==> config.mk <==
export PLATFORM = sky130hd
export DESIGN_NAME = calc_seq_ctrl
export DESIGN_NICKNAME = d
export VERILOG_FILES = /design/src/rtl/calc_pkg.sv /design/src/rtl/calc_iter_unit.sv /design/src/rtl/calc_seq_ctrl.sv
export SDC_FILE = /design/constraint.sdc
export NUM_CORES = 1
export LEC_CHECK = 0
export BUFFER_PORTS_ARGS = -buffer_cell sky130_fd_sc_hd__buf_4
export CAP_MARGIN = 20
export CORE_MARGIN = 2
export CORE_UTILIZATION = 40
export CTS_CLUSTER_SIZE = 40
export DETAILED_ROUTE_END_ITERATION = 6
export HOLD_SLACK_MARGIN = 0.12
export PLACE_DENSITY = 0.63
export SLEW_MARGIN = 20
export SYNTH_ARGS = -nofsm -noshare
export SYNTH_HDL_FRONTEND = slang
export SYNTH_SLANG_ARGS = --single-unit
==> constraint.sdc <==
create_clock -name Clk -period 4.9 [get_ports Clk]
set_clock_uncertainty 0.05 [all_clocks]
set_input_delay 0.49 -clock Clk [delete_from_list [all_inputs] [get_ports Clk]]
set_output_delay 0.49 -clock Clk [all_outputs]
set_load 0.03 [all_outputs]
==> src/rtl/calc_pkg.sv <==
// Shared constants for the sequential calculator controller.
// Opcodes, one-hot state indices, default operand width.
package calc_pkg;

  localparam int unsigned CALC_WIDTH = 16;

  localparam logic [1:0] OP_ADD = 2'b00;
  localparam logic [1:0] OP_SUB = 2'b01;
  localparam logic [1:0] OP_MUL = 2'b10;
  localparam logic [1:0] OP_DIV = 2'b11;

  localparam int unsigned S_I      = 0;
  localparam int unsigned S_GET_A  = 1;
  localparam int unsigned S_GET_B  = 2;
  localparam int unsigned S_GET_OP = 3;
  localparam int unsigned S_ADD    = 4;
  localparam int unsigned S_SUB    = 5;
  localparam int unsigned S_MUL    = 6;
  localparam int unsigned S_DIV    = 7;
  localparam int unsigned S_ERR    = 8;
  localparam int unsigned S_DONE   = 9;
  localparam int unsigned NUM_ST   = 10;

  typedef enum logic [NUM_ST-1:0] {
    ST_I      = 10'b00_0000_0001,
    ST_GET_A  = 10'b00_0000_0010,
    ST_GET_B  = 10'b00_0000_0100,
    ST_GET_OP = 10'b00_0000_1000,
    ST_ADD    = 10'b00_0001_0000,
    ST_SUB    = 10'b00_0010_0000,
    ST_MUL    = 10'b00_0100_0000,
    ST_DIV    = 10'b00_1000_0000,
    ST_ERR    = 10'b01_0000_0000,
    ST_DONE   = 10'b10_0000_0000
  } state_e;

  typedef enum logic {
    IT_MUL = 1'b0,
    IT_DIV = 1'b1
  } it_mode_e;

endpackage

==> src/rtl/calc_iter_unit.sv <==
// Iterative shift-add multiplier / restoring divider, one bit per cycle.
// Divider path only exists when CALC_DIV_EN is defined.
module calc_iter_unit
  import calc_pkg::*;
#(
  parameter int WIDTH = CALC_WIDTH
) (
  input  logic             clk_i,
  input  logic             rst_i,
  input  logic             start_i,
  input  it_mode_e         mode_i,
  input  logic [WIDTH-1:0] a_i,
  input  logic [WIDTH-1:0] b_i,
  output logic             busy_o,
  output logic             done_o,
  output logic [WIDTH-1:0] lo_o,
  output logic [WIDTH-1:0] hi_o
);

  localparam int CW = $clog2(WIDTH + 1);
  localparam logic [CW-1:0] LAST = CW'(WIDTH - 1);

  logic             busy_q, busy_d;
  logic [CW-1:0]    cnt_q, cnt_d;
  logic [WIDTH-1:0] opd_q, opd_d;
  logic [WIDTH-1:0] lo_q, lo_d;
  logic [WIDTH-1:0] hi_q, hi_d;

  logic [WIDTH:0]   mul_sum;
  logic [WIDTH-1:0] step_lo, step_hi;
  logic             ld_div;

  assign mul_sum = {1'b0, hi_q}
                 + (lo_q[0] ? {1'b0, opd_q} : '0);

`ifdef CALC_DIV_EN
  logic           div_q;
  logic [WIDTH:0] div_sh, div_trial;

  assign ld_div    = (mode_i == IT_DIV);
  assign div_sh    = {hi_q, lo_q[WIDTH-1]};
  assign div_trial = div_sh - {1'b0, opd_q};

  always_ff @(posedge clk_i) begin
    if (rst_i)        div_q <= 1'b0;
    else if (start_i) div_q <= ld_div;
  end

  always_comb begin
    step_lo = {mul_sum[0], lo_q[WIDTH-1:1]};
    step_hi = mul_sum[WIDTH:1];
    if (div_q) begin
      // Restore by keeping the shifted value when the trial goes negative
      if (!div_trial[WIDTH]) begin
        step_hi = div_trial[WIDTH-1:0];
        step_lo = {lo_q[WIDTH-2:0], 1'b1};
      end else begin
        step_hi = div_sh[WIDTH-1:0];
        step_lo = {lo_q[WIDTH-2:0], 1'b0};
      end
    end
  end
`else
  logic unused_mode;

  assign ld_div      = 1'b0;
  assign unused_mode = (mode_i == IT_DIV);
  assign step_lo     = {mul_sum[0], lo_q[WIDTH-1:1]};
  assign step_hi     = mul_sum[WIDTH:1];
`endif

  always_comb begin
    busy_d = busy_q;
    cnt_d  = cnt_q;
    opd_d  = opd_q;
    lo_d   = lo_q;
    hi_d   = hi_q;
    if (start_i) begin
      busy_d = 1'b1;
      cnt_d  = '0;
      opd_d  = ld_div ? b_i : a_i;
      lo_d   = ld_div ? a_i : b_i;
      hi_d   = '0;
    end else if (busy_q) begin
      lo_d  = step_lo;
      hi_d  = step_hi;
      cnt_d = cnt_q + 1'b1;
      if (cnt_q == LAST) busy_d = 1'b0;
    end
  end

  always_ff @(posedge clk_i) begin
    if (rst_i) begin
      busy_q <= 1'b0;
      cnt_q  <= '0;
      opd_q  <= '0;
      lo_q   <= '0;
      hi_q   <= '0;
    end else begin
      busy_q <= busy_d;
      cnt_q  <= cnt_d;
      opd_q  <= opd_d;
      lo_q   <= lo_d;
      hi_q   <= hi_d;
    end
  end

  // Result is the outcome of the iteration performed in the done cycle
  assign busy_o = busy_q;
  assign done_o = busy_q && (cnt_q == LAST);
  assign lo_o   = step_lo;
  assign hi_o   = step_hi;

endmodule

==> src/rtl/calc_seq_ctrl.sv <==
// Calculator sequencer: operand/opcode entry FSM driving an iterative unit.
// Define CALC_DIV_EN to build the divider; otherwise opcode 11 errors.
module calc_seq_ctrl
  import calc_pkg::*;
#(
  parameter int WIDTH = CALC_WIDTH
) (
  input  logic             Clk,
  input  logic             Reset,
  input  logic [WIDTH-1:0] In,
  input  logic             ButL,
  input  logic             ButR,
  input  logic             ButD,
  output logic [WIDTH-1:0] C,
  output logic             Flag,
  output logic             Done,
  output logic             QI,
  output logic             QGet_A,
  output logic             QGet_B,
  output logic             QGet_Op,
  output logic             QAdd,
  output logic             QSub,
  output logic             QMul,
  output logic             QDiv,
  output logic             QErr,
  output logic             QDone
);

  state_e           state_q, state_d;
  logic [WIDTH-1:0] a_q, a_d;
  logic [WIDTH-1:0] b_q, b_d;
  logic [1:0]       op_q, op_d;
  logic [WIDTH-1:0] prim_q, prim_d;
  logic [WIDTH-1:0] sec_q, sec_d;
  logic             flag_q, flag_d;
  logic             sel_q, sel_d;

  logic             it_start, it_busy, it_done;
  it_mode_e         it_mode;
  logic [WIDTH-1:0] it_lo, it_hi;
  logic [WIDTH:0]   add_w;

  assign add_w = {1'b0, a_q} + {1'b0, b_q};

  calc_iter_unit #(.WIDTH(WIDTH)) u_iter (
    .clk_i   (Clk),
    .rst_i   (Reset),
    .start_i (it_start),
    .mode_i  (it_mode),
    .a_i     (a_q),
    .b_i     (b_q),
    .busy_o  (it_busy),
    .done_o  (it_done),
    .lo_o    (it_lo),
    .hi_o    (it_hi)
  );

  always_comb begin
    state_d  = state_q;
    a_d      = a_q;
    b_d      = b_q;
    op_d     = op_q;
    prim_d   = prim_q;
    sec_d    = sec_q;
    flag_d   = flag_q;
    sel_d    = sel_q;
    it_start = 1'b0;
    it_mode  = IT_MUL;
    unique case (state_q)
      ST_I: if (ButR) state_d = ST_GET_A;
      ST_GET_A: begin
        if (ButL) state_d = ST_I;
        else if (ButR) begin
          a_d     = In;
          state_d = ST_GET_B;
        end
      end
      ST_GET_B: begin
        if (ButL) state_d = ST_I;
        else if (ButR) begin
          b_d     = In;
          state_d = ST_GET_OP;
        end
      end
      ST_GET_OP: begin
        if (ButL) state_d = ST_I;
        else if (ButR) begin
          op_d = In[1:0];
          unique case (In[1:0])
            OP_ADD: state_d = ST_ADD;
            OP_SUB: state_d = ST_SUB;
            OP_MUL: begin
              state_d  = ST_MUL;
              it_start = 1'b1;
            end
            default: begin
`ifdef CALC_DIV_EN
              state_d  = ST_DIV;
              it_start = (b_q != '0);
              it_mode  = IT_DIV;
`else
              state_d  = ST_ERR;
`endif
            end
          endcase
        end
      end
      ST_ADD: begin
        prim_d  = add_w[WIDTH-1:0];
        flag_d  = add_w[WIDTH];
        sec_d   = '0;
        sel_d   = 1'b0;
        state_d = ST_DONE;
      end
      ST_SUB: begin
        prim_d  = a_q - b_q;
        flag_d  = (a_q < b_q);
        sec_d   = '0;
        sel_d   = 1'b0;
        state_d = ST_DONE;
      end
      ST_MUL, ST_DIV: begin
        if (state_q == ST_DIV && b_q == '0) begin
          state_d = ST_ERR;
        end else if (it_busy && it_done) begin
          prim_d  = it_lo;
          sec_d   = it_hi;
          flag_d  = (it_hi != '0);
          sel_d   = 1'b0;
          state_d = ST_DONE;
        end
      end
      ST_DONE: begin
        if (ButD) sel_d = ~sel_q;
        if (ButR) state_d = ST_I;
      end
      ST_ERR: if (ButR || ButL) state_d = ST_I;
      default: state_d = ST_I;
    endcase
  end

  always_ff @(posedge Clk) begin
    if (Reset) begin
      state_q <= ST_I;
      a_q     <= '0;
      b_q     <= '0;
      op_q    <= '0;
      prim_q  <= '0;
      sec_q   <= '0;
      flag_q  <= 1'b0;
      sel_q   <= 1'b0;
    end else begin
      state_q <= state_d;
      a_q     <= a_d;
      b_q     <= b_d;
      op_q    <= op_d;
      prim_q  <= prim_d;
      sec_q   <= sec_d;
      flag_q  <= flag_d;
      sel_q   <= sel_d;
    end
  end

  assign QI      = state_q[S_I];
  assign QGet_A  = state_q[S_GET_A];
  assign QGet_B  = state_q[S_GET_B];
  assign QGet_Op = state_q[S_GET_OP];
  assign QAdd    = state_q[S_ADD];
  assign QSub    = state_q[S_SUB];
  assign QMul    = state_q[S_MUL];
`ifdef CALC_DIV_EN
  assign QDiv    = state_q[S_DIV];
`else
  assign QDiv    = 1'b0;
`endif
  assign QErr    = state_q[S_ERR];
  assign QDone   = state_q[S_DONE];

  assign Done = QDone;
  assign C    = QDone ? (sel_q ? sec_q : prim_q) : '0;
  assign Flag = QDone ? flag_q : QErr;

endmodule

# After elaboration in Yosys (flattened, before gate mapping)

Index checks and enable logic that the tools add are counted.
W data, S select, Z words.

$add $sub $neg: 4
Order comparisons: 1
Eq/ne operators: 23
Mux-type cells: 39
Bitwise operators: 2
Reduce and logical (&&, ||, !) cells: 20

Operators by type and width:

| operator               | number |
|---|---|
| $mux W16               | 9 |
| $mux W10               | 11 |
| $pmux W10 S8           | 1 |
| $pmux W16 S3           | 1 |
| $pmux W16 S2           | 1 |
| $pmux W9 S3            | 1 |
| $add A16 B16 Y17       | 1 |
| $add A16 B17 Y17       | 1 |
| $logic_not A16 Y1      | 1 |
| $lt A16 B16 Y1         | 1 |
| $reduce_bool A16 Y1    | 1 |
| $sub A16 B16 Y16       | 1 |
| $mux W1                | 13 |
| $ne A2 B2 Y1 const B   | 6 |
| $ne A3 B3 Y1 const B   | 4 |
| $reduce_and A3 Y1      | 4 |
| $eq A10 B1 Y1 const B  | 1 |
| $eq A10 B10 Y1 const B | 1 |
| $eq A10 B2 Y1 const B  | 1 |
| $eq A10 B3 Y1 const B  | 1 |
| $eq A10 B4 Y1 const B  | 1 |
| $eq A10 B5 Y1 const B  | 1 |
| $eq A10 B6 Y1 const B  | 1 |
| $eq A10 B7 Y1 const B  | 1 |
| other kinds (16)       | 24 |

Flip-flop bits (word level): 130
Logic and storage cells: 101

# Longest topological paths before layout

Gate-level depths: netlist (run 1).

Depth in word-level cells: 6
Depth in mapped cells: 12

# Modules after synthesis

Synthesis (run 1) repeated with hierarchy kept, for this count alone.

Cells, all modules: 1,086
Area total of the unflattened synthesis: 8,383.0 µm²

By module, submodules not included:

| module         | instances | cells an instance | area an instance (µm²) | seq. area each (µm²) |
|---|---|---|---|---|
| calc_seq_ctrl  | 1         | 683               | 5,083.6                | 1,501.4 |
| calc_iter_unit | 1         | 403               | 3,299.4                | 1,081.0 |

# Worst setup path before layout (run 1)

OpenSTA, ideal clock, no wires.

Path kind: register to register
From: reg u_iter.lo_q[0]
To: reg flag_q
Library setup time: 142 ps
Arrival: 2,890 ps
Path slack: 1,818 ps
Stages on the path, launching flop included: 12
Path buffers: 1
Clock period less this slack: 3,082 ps
Cell sequence: dfxtp_1 clkbuf_1 nand2_1 fa_1 nor2b_1 o2111ai_1 and3_1 o41ai_2 nand3b_1 a2111o_1 o31ai_1 a311oi_1

Cells in the longest elaborated chain, start to end: 6

RTL lines:

| element                | line                  | RTL |
|---|---|---|
| start, declared        | calc_iter_unit.sv:26  | `logic [WIDTH-1:0] lo_q, lo_d;` |
| start signal, assigned | calc_iter_unit.sv:103 | `lo_q <= lo_d;` |
| $mux W16               | calc_iter_unit.sv:34  | `+ (lo_q[0] ? {1'b0, opd_q} : '0);` |
| $add A16 B17 Y17       | calc_iter_unit.sv:34  |  |
| $reduce_bool A16 Y1    | calc_seq_ctrl.sv:128  | `flag_d = (it_hi != '0);` |
| $mux W1                | calc_seq_ctrl.sv:125  | `end else if (it_busy && it_done) begin` |
| $mux W1                | calc_seq_ctrl.sv:123  | `if (state_q == ST_DIV && b_q == '0) begin` |
| $pmux W1 S3            | calc_seq_ctrl.sv:69   | `unique case (state_q)` |
| end signal, assigned   | calc_seq_ctrl.sv:159  | `flag_q <= flag_d;` |
| end, declared          | calc_seq_ctrl.sv:35   | `logic flag_q, flag_d;` |

Every way passes these cells. The select of a mux whose other input is x is not followed.
A chain may end at the register's enable or synchronous reset.

# Worst setup path in the final report (run 1)

Ends and elaborated chain as after synthesis.

==> results.txt, run 1 <==
worst slew pin tran: 1024 ps
IO Count: 49
TritonCTS clock tree: built
number of flops mapped to enable cells by yosys: 0
Routed Antenna Nets: 0
ANT cells: 0
Core Area: 19590 sq um
R2R setup slack: 1340 ps
Longest Clk Path Bufs: 2
first-pass GRT wire length: 35.18 mm
vias per inst: 5.485
Root Buffer: clkbuf_16
Filler Cell Count: 1991
Distinct cells, synth: 78
total number of vias: 6994
Worst Path Arrival: 3780 ps
Final nets: 1073
GRT Overall Usage: 20.61%
RSZ-0062 raised after global routing: no
multi-input logic area: 4995 sq um
register area share after synthesis: 32.23%
top post-synthesis cells by area: dfxtp_1, mux2i_1, ha_1
initial antenna violation count: 1
worst-skew pair later-pin latency: 420 ps
Initial Utilization: 40.90%
Die W: 145.5 um
CP max FO: 17
postcts setup bufs: 0
setup TNS: 0 ps
Final HPWL DP: 15.90 mm
fmax: 280.7 MHz
wirelength, routed: 21.62 mm
yosys warns: 0
family with the most delay on the worst path: compound AO/OA/AOI/OAI gates
row cnt: 51
clock sinks: 129
most used flip-flop cell after synthesis: dfxtp_1
pin count of the biggest net entering global routing: 83
final hold vios: 0
initial DRC count: 442
FFs w/ async S/R, synth: 0%
status: completed
relative max-transition margin: 31.74%
Startpoint Class: register
routed len/inst: 16.96 um
cell count after synthesis: 987
post-synthesis sequential element count: 129
drt first pass iters: 5
clock-pin transition on the worst setup and hold timing paths: 60 ps
Final setup viols: 0
Die Y: 145.5 um
commonest non-fill, non-tap cell in the layout: dfxtp_1
Yosys top cell by area: dfxtp_1
kind of critical path: register to register
area occupied by registers: 2584 sq um
gp weighted congestion: 0.9381
cells resized by post-CTS repair: 0
fin. max-slew vios: 0
CP peak stage delay: 560 ps
Overall Power: 2.487 mW
most frequent cells in the layout: dfxtp_1, nor2_1, nand2_1
final core occ: 46.34%
CP Buf/Inv Count: 1
Num CTS Buffers: 17
htree depth: 4
Mean Syn Cell Area: 8.117 sq um
Area growth syn-to-layout: 13.32%
Final Cycle Share: 72.70%
Cell Chain, Critical Path: and2_1, ha_1, inv_1, fa_1, nor2b_1, o2111ai_1, and3_1, o41ai_2, nand3b_1, a2111o_1, o31ai_1, a311oi_1
drt drc: 0
Synth top area share: 32.23%
pwr/cell area: 274.0 nW/um^2
Worst path slowest cell: dfxtp_1
Worst EP required: 5110 ps
number of port buffers: 47
VDD IR max: 0.2341 mV
vias in the first global route: 6468
Mapped Area: 8011 sq um
Hold Crit Class: input pin to register
layout cells sized above 1: 11.39%
Remaining Overflow, GRT: 0
Worst setup EP type: register
Mapped Nets: 1061
die area: 21180 sq um
max_cap viols: 0
final worst path period need: 3562 ps
Leak: 3.478 nW
CTS Hold Bufs: 0
sequential cells by signal, summed over array words and instances (netlist names):
register / flops
b_q: 16
u_iter.busy_o: 1
sec_q: 16
state_q: 9
u_iter.lo_q: 16
u_iter.cnt_q: 5
sel_q: 1
u_iter.hi_q: 16
a_q: 16
flag_q: 1
u_iter.opd_q: 16
prim_q: 16
synth_stat cells, types with 7 or more instances:
library cell and count:
a211oi_1 14, a211oi_2 9, a21o_1 7, a21oi_1 84, a221o_1 9, a221oi_1 10, a22oi_1 12, a311oi_1 9
and2_1 19, buf_2 8, buf_4 7, clkbuf_1 43, dfxtp_1 129, ha_1 50, inv_1 44, mux2i_1 64
nand2_1 102, nand2b_1 10, nand3_1 19, nor2_1 122, nor2b_1 26, nor3_1 19, nor4_1 8, o21ai_0 26
o22ai_1 7, xor2_1 11
cell families after synthesis:
family                   count (synthesis)  synth area share (%)
multiplexers                            65                 8.137
XOR/XNOR                                17                 1.858
flip-flops                             129                 32.23
AO/OA/AOI/OAI                          248                 21.77
adder cells (fa/ha/maj)                 53                 8.559
buffers and inverters                  107                 5.654
other                                    1               0.04681
AND/OR/NAND/NOR                        367                 21.74
power by group:
part	internal [mW]	switching, mW
clock	0.805	0.471
sequential	1.06	0.0127
combinational	0.0504	0.0921
layout make-up:
| cell class | instances | area share, % |
|---|---|---|
| well taps | 265 | 3.652 |
| multi-input cells | 751 | 55.02 |
| clock buffers | 20 | 4.920 |
| flip-flops and latches | 129 | 28.46 |
| repair buffers | 56 | 4.631 |
| clock inverters | 10 | 1.502 |
| inverters | 44 | 1.819 |
worst paths after layout:
path,endpoint,depth (start not counted),start
setup / recovery,flag_q,12,u_iter.lo_q[0]
hold / removal,b_q[8],3,In[8]
hold reg to reg,u_iter.opd_q[14],2,u_iter.opd_q[14]
setup reg to reg,flag_q,12,u_iter.lo_q[0]
stage by stage:
step | hold WS (ps) | worst slack (ps) | cells | cell area (sq um)
after floorplan | 381.3 | 1818 | 987 | 8011
after global placement | 389.6 | 1473 | 1245 | 8496
after detailed placement | 394.3 | 1355 | 1245 | 8496
after CTS | 240.1 | 1331 | 1275 | 9079
after global routing | 253.9 | 1060 | 1275 | 9079
final | 258.1 | 1338 | 1275 | 9079
worst register-to-register path, cell delays in order (launching register included):
cell,delay [ps]
dfxtp_1,560
and2_1,190
ha_1,160
inv_1,60
fa_1,400
nor2b_1,200
o2111ai_1,160
and3_1,230
o41ai_2,520
nand3b_1,130
a2111o_1,420
o31ai_1,210
a311oi_1,120
routing by layer:
metal  GRT usage, %  vias to the layer above  wire length [um]
met5              0                        -                 0
met4          4.902                        0               161
met3          4.232                       13              1216
met2          30.76                      186              9313
met1          30.38                     3240             10930
li1               -                     3555                 -
No activity file was read; power rests on OpenSTA's default activity.
==> run 2: changes to the inputs <==
==> constraint.sdc (replaced) <==
create_clock -name Clk -period 3.4 [get_ports Clk]
set_clock_uncertainty 0.05 [all_clocks]
set_input_delay 0.34 -clock Clk [delete_from_list [all_inputs] [get_ports Clk]]
set_output_delay 0.34 -clock Clk [all_outputs]
set_load 0.03 [all_outputs]
==> run 2 against run 1 <==
Effect of this change:
- sequential share of layout area down 1.3 points
- via count up 3.1%
- cell count up 3.4%
- fmax up 11%
- clock-buffer cell count down 1
- combinational power up 61%
- worst hold slack worse by 110 ps
- core utilization up 2.1 points
- critical path type unchanged
- largest cell class unchanged
- largest power group unchanged
==> results.txt, run 2 (synthesis results as in run 1) <==
vias in the first global route: 6659 (+3.0%)
family with the most delay on the worst path: compound AO/OA/AOI/OAI gates
row cnt: 51 (unchanged)
clock-pin transition on the worst setup and hold timing paths: 60 ps (about the same)
initial antenna violation count: 0 (-1)
Die Y: 145.5 um (unchanged)
Worst path slowest cell: a2111oi_0
final hold vios: 0 (unchanged)
CP startpoint: b_q[4]
CP max FO: 7 (-10)
RSZ-0062 raised after global routing: no
fmax: 311.2 MHz (+11%)
first-pass GRT wire length: 35.18 mm (about the same)
Reg-to-Reg Start: b_q[4]
worst slew pin tran: 918.1 ps (-105.7 ps)
total number of vias: 7213 (+3.1%)
vias per inst: 5.473 (-0.23%)
layout cells sized above 1: 13.77% (+2.4 points)
Filler Cell Count: 1966 (-1.3%)
TritonCTS clock tree: built
final worst path period need: 3214 ps (-348.8 ps)
pwr/cell area: 397.9 nW/um^2 (+45%)
clock sinks: 129 (unchanged)
htree depth: 4 (unchanged)
GRT Overall Usage: 20.50% (-0.11 points)
setup TNS: 0 ps (unchanged)
Startpoint Class: register
fin. max-slew vios: 0 (unchanged)
drt first pass iters: 5 (unchanged)
worst-skew pair later-pin latency: 420 ps (about the same)
ANT cells: 0 (unchanged)
routed len/inst: 16.59 um (-2.2%)
CP Buf/Inv Count: 1 (unchanged)
Hold Crit Class: input pin to register
HP Start: In[0]
Initial Utilization: 40.90% (unchanged)
Die W: 145.5 um (unchanged)
relative max-transition margin: 38.56% (+6.8 points)
number of port buffers: 47 (unchanged)
Final HPWL DP: 16.47 mm (+3.6%)
CP peak stage delay: 550 ps (about the same)
final core occ: 48.49% (+2.1 points)
VDD IR max: 0.3559 mV (+52%)
Final nets: 1114 (+3.8%)
Area growth syn-to-layout: 18.57%
Core Area: 19590 sq um (unchanged)
commonest non-fill, non-tap cell in the layout: dfxtp_1
Cell Chain, Critical Path: inv_1, ha_1, nor3_1, o21ai_0, a2111oi_0, o22ai_1, o31ai_4, a221oi_1, or4_1, a2bb2oi_1
IO Count: 49 (unchanged)
die area: 21180 sq um (unchanged)
max_cap viols: 0 (unchanged)
initial DRC count: 466 (+5.4%)
Worst Path Arrival: 3510 ps (-270 ps)
kind of critical path: register to register
most frequent cells in the layout: dfxtp_1, nor2_1, nand2_1
Remaining Overflow, GRT: 0 (unchanged)
Worst setup EP type: register
Root Buffer: clkbuf_16
status: completed
Final Cycle Share: 94.52% (+22 points)
pin count of the biggest net entering global routing: 48 (-42%)
Routed Antenna Nets: 0 (unchanged)
Final setup viols: 0 (unchanged)
Longest Clk Path Bufs: 2 (unchanged)
drt drc: 0 (unchanged)
gp weighted congestion: 0.9415 (+0.36%)
Num CTS Buffers: 17 (unchanged)
postcts setup bufs: 0 (unchanged)
wirelength, routed: 21.87 mm (+1.1%)
Worst EP required: 3700 ps (-1410 ps)
Leak: 3.705 nW (+6.5%)
-- run 2: cell count changes in the layout (fill, tap and decap cells not counted), sizes merged --
| cell | previous run | this run |
|---|---|---|
| clkinv | 3 | 4 |
| buf | 56 | 82 |
| dlygate4sd3 | 0 | 15 |
| clkbuf | 20 | 19 |
| bufinv | 3 | 5 |
-- run 2: through the flow --
stage,cells,worst slack [ps],instance area [sq um],total power [mW],hold slack [ps]
floorplan,987,317.6,8011,1.708,381.3
global placement,1271,274.6,8691,1.784,389.5
detailed placement,1271,221.0,8691,1.785,396.9
CTS,1318,198.4,9493,3.817,127.9
global route,1318,7.194,9499,3.901,130.7
finish,1318,186.3,9499,3.780,148.2
-- run 2: final timing paths --
check                           slack (ps)         end  cells after the start
worst max-delay path                   190  prim_q[15]                     10
worst min-delay path                   150      b_q[0]                      3
worst max register to register         190  prim_q[15]                     10
worst min register to register         400    sec_q[2]                      2
-- run 2: routing by layer --
| metal | global-route usage, % | up-vias | part of all wire [%] |
|---|---|---|---|
| met1 | 29.60 | 3361 | 50 |
| met3 | 3.668 | 21 | 4.9 |
| met4 | 5.490 | 0 | 1.3 |
| met2 | 31.47 | 208 | 44 |
| met5 | 0 | - | 0 |
| li1 | - | 3623 | - |
-- run 2: tightest hold or removal path: stages --
cell,delay [ps]
buf_4,110
mux2i_1,60
nor2_1,70
-- run 2: repair_timing --
item                       in CTS  in global routing
gates resized for setup         0                  2
hold buffers                   15                  0
setup endpoints to repair       0                  1
hold endpoints to repair       25                  0
-- run 2: power by group --
group	switching [mW]	leakage [nW]	total, mW	internal [mW]
registers	0.0156	1.04	1.54	1.52
clock network	0.692	0.310	2.01	1.32
logic	0.139	2.36	0.229	0.0899
-- run 2: cell type report --
| cell class | instances | area (sq um) | area share (%) |
|---|---|---|---|
| Clock buffer | 19 | 442.9 | 4.663 |
| Clock inverter | 13 | 209.0 | 2.200 |
| Inverter | 44 | 165.2 | 1.739 |
| Multi-Input combinational cell | 751 | 4997 | 52.61 |
| Sequential cell | 129 | 2584 | 27.20 |
| Tap cell | 265 | 331.6 | 3.491 |
| Timing Repair Buffer | 97 | 769.5 | 8.101 |
==> run 3: changes to the inputs <==
--- a/config.mk
+++ b/config.mk
@@ -13,6 +13,9 @@
 export DETAILED_ROUTE_END_ITERATION = 6
 export HOLD_SLACK_MARGIN = 0.12
 export PLACE_DENSITY = 0.63
+export RECOVER_POWER = 100
+export SETUP_SLACK_MARGIN = 0.4
+export SKIP_LAST_GASP = 1
 export SLEW_MARGIN = 20
 export SYNTH_ARGS = -nofsm -noshare
 export SYNTH_HDL_FRONTEND = slang
==> run 3 against run 2 <==
Effect of this change:
- first-iteration DRC count up 39%
- die area unchanged
- clock-buffer cell count up 2
- worst hold slack worse by 4.7 ps
- sequential power about the same
- power down 6.3%
- cell count up 0.83%
- highest routed layer unchanged
- clock power down 11%
- via count up 1.7%
- register-to-register slack better by 100 ps
==> results.txt, run 3 (synthesis results as in run 1) <==
drt drc: 0 (unchanged)
routed len/inst: 17.06 um (+2.8%)
Longest Clk Path Bufs: 2 (unchanged)
max_cap viols: 0 (unchanged)
Die W: 145.5 um (unchanged)
final worst path period need: 3109 ps (-104.2 ps)
DR WL met3: 1.312 mm (+23%)
finished layout cell area: 9604 sq um (+1.1%)
Final setup viols: 0 (unchanged)
Post-Place Cell Area: 8650 sq um (-0.48%)
highest metal used: met4
area occupied by registers: 2590 sq um (+0.24%)
relative max-transition margin: 34.68% (-3.9 points)
CP max FO: 5 (-2)
total number of vias: 7337 (+1.7%)
Routed Antenna Nets: 0 (unchanged)
WL met1: 11.34 mm (+3.3%)
ANT cells: 0 (unchanged)
Final Cycle Share: 91.45% (-3.1 points)
multi-input logic area: 5194 sq um (+3.9%)
IO Count: 49 (unchanged)
worst slew pin tran: 979.8 ps (+61.65 ps)
HP Start: In[0]
kind of critical path: register to register
Initial Utilization: 40.90% (unchanged)
final hold vios: 0 (unchanged)
number of port buffers: 47 (unchanged)
clock sinks: 129 (unchanged)
Root Buffer: clkbuf_16
RSZ-0062 raised after global routing: yes
Worst Path Arrival: 3380 ps (-130 ps)
GRT Overall Usage: 21.15% (+0.65 points)
gp weighted congestion: 0.9495 (+0.85%)
die area: 21180 sq um (unchanged)
Remaining Overflow, GRT: 0 (unchanged)
pwr/cell area: 368.7 nW/um^2 (-7.3%)
status: completed
pin count of the biggest net entering global routing: 52 (+8.3%)
Leak: 3.643 nW (-1.7%)
worst-skew pair later-pin latency: 430 ps (about the same)
Worst EP required: 3670 ps (-30 ps)
row cnt: 51 (unchanged)
first-pass GRT wire length: 36.15 mm (+2.7%)
Startpoint Class: register
Die Y: 145.5 um (unchanged)
vias in the first global route: 6833 (+2.6%)
CP startpoint: a_q[0]
clock-pin transition on the worst setup and hold timing paths: 60 ps (about the same)
htree depth: 4 (unchanged)
TritonCTS clock tree: built
Worst setup EP type: register
initial DRC count: 650 (+39%)
Final HPWL DP: 16.13 mm (-2.1%)
Final nets: 1125 (+0.99%)
commonest non-fill, non-tap cell in the layout: dfxtp_1
Area growth syn-to-layout: 19.88%
layout cells sized above 1: 14.29% (+0.52 points)
drt first pass iters: 5 (unchanged)
setup TNS: 0 ps (unchanged)
Core Area: 19590 sq um (unchanged)
Num CTS Buffers: 17 (unchanged)
initial antenna violation count: 0 (unchanged)
metal2 WL: 9.806 mm (+2.9%)
VDD IR max: 0.3851 mV (+8.2%)
Reg-to-Reg Start: a_q[0]
Filler Cell Count: 1928 (-1.9%)
most frequent cells in the layout: dfxtp_1, nor2_1, nand2_1
fin. max-slew vios: 0 (unchanged)
wirelength, routed: 22.67 mm (+3.7%)
fmax: 321.6 MHz (+3.4%)
Hold Crit Class: input pin to register
vias per inst: 5.521 (+0.88%)
-- run 3: cell types whose count changed in the layout (fill, tap and decap cells not counted), sizes merged --
cell,delta
bufbuf,+1
clkbuf,+40
clkinv,+2
buf,-28
inv,-1
bufinv,-3
-- run 3: stage by stage --
step / hold slack, ps / std cells / total power, mW / setup WS (ps) / utilization [%]
floorplan: 381.3 / 987 / 1.708 / 401.1 / -
global placement: 390.0 / 1264 / 1.783 / 229.7 / 44.15
detailed placement: 394.8 / 1264 / 1.782 / 172.7 / 44.15
CTS: 124.9 / 1324 / 3.578 / 375.4 / 49.32
global route: 140.0 / 1329 / 3.657 / 167.9 / 49.03
finish: 143.4 / 1329 / 3.541 / 290.5 / 49.03
-- run 3: per-layer routing --
layer  up-vias  GRT usage (%)
li1       3648              -
met1      3457          30.63
met2       216          31.90
met3        16          4.483
met4         0          5.490
met5         -              0
-- run 3: final cells by class --
class / count / area share, %
timing repair buffer: 108 / 7.817
clock buffer: 21 / 4.794
sequential: 129 / 26.97
inverter: 44 / 1.720
clock inverter: 11 / 1.172
tap: 265 / 3.452
multi-input combinational: 751 / 54.08
-- run 3: critical path, stage by stage (launching register included) --
cell,delay [ps]
dfxtp_1,330
buf_4,130
inv_1,40
ha_1,220
inv_1,70
fa_1,220
a21o_1,150
nand2_1,50
o21ai_0,540
a21oi_1,220
a21boi_0,350
a32o_1,200
a22oi_1,90
a311oi_1,330
-- run 3: worst paths after layout --
check | slack [ps] | endpoint | depth (start not counted)
max | 290 | prim_q[12] | 13
min reg2reg | 400 | u_iter.opd_q[0] | 2
max reg2reg | 290 | prim_q[12] | 13
min | 140 | b_q[0] | 3
-- run 3: timing repair --
item / 4_1_cts / 5_1_grt
endpoints found under the setup margin: 3 / 6
resized for setup: 36 / 22
pin swaps: 19 / 18
endpoints found under the hold margin: 29 / 0
hold buffers: 15 / 0
buffers inserted: 12 / 5
cloned: 1 / 0
-- run 3: report_power, final --
part	switching, mW	leakage (nW)	internal, mW
Combinational	0.138	2.32	0.0821
Clock	0.677	0.278	1.11
Sequential	0.0158	1.04	1.52
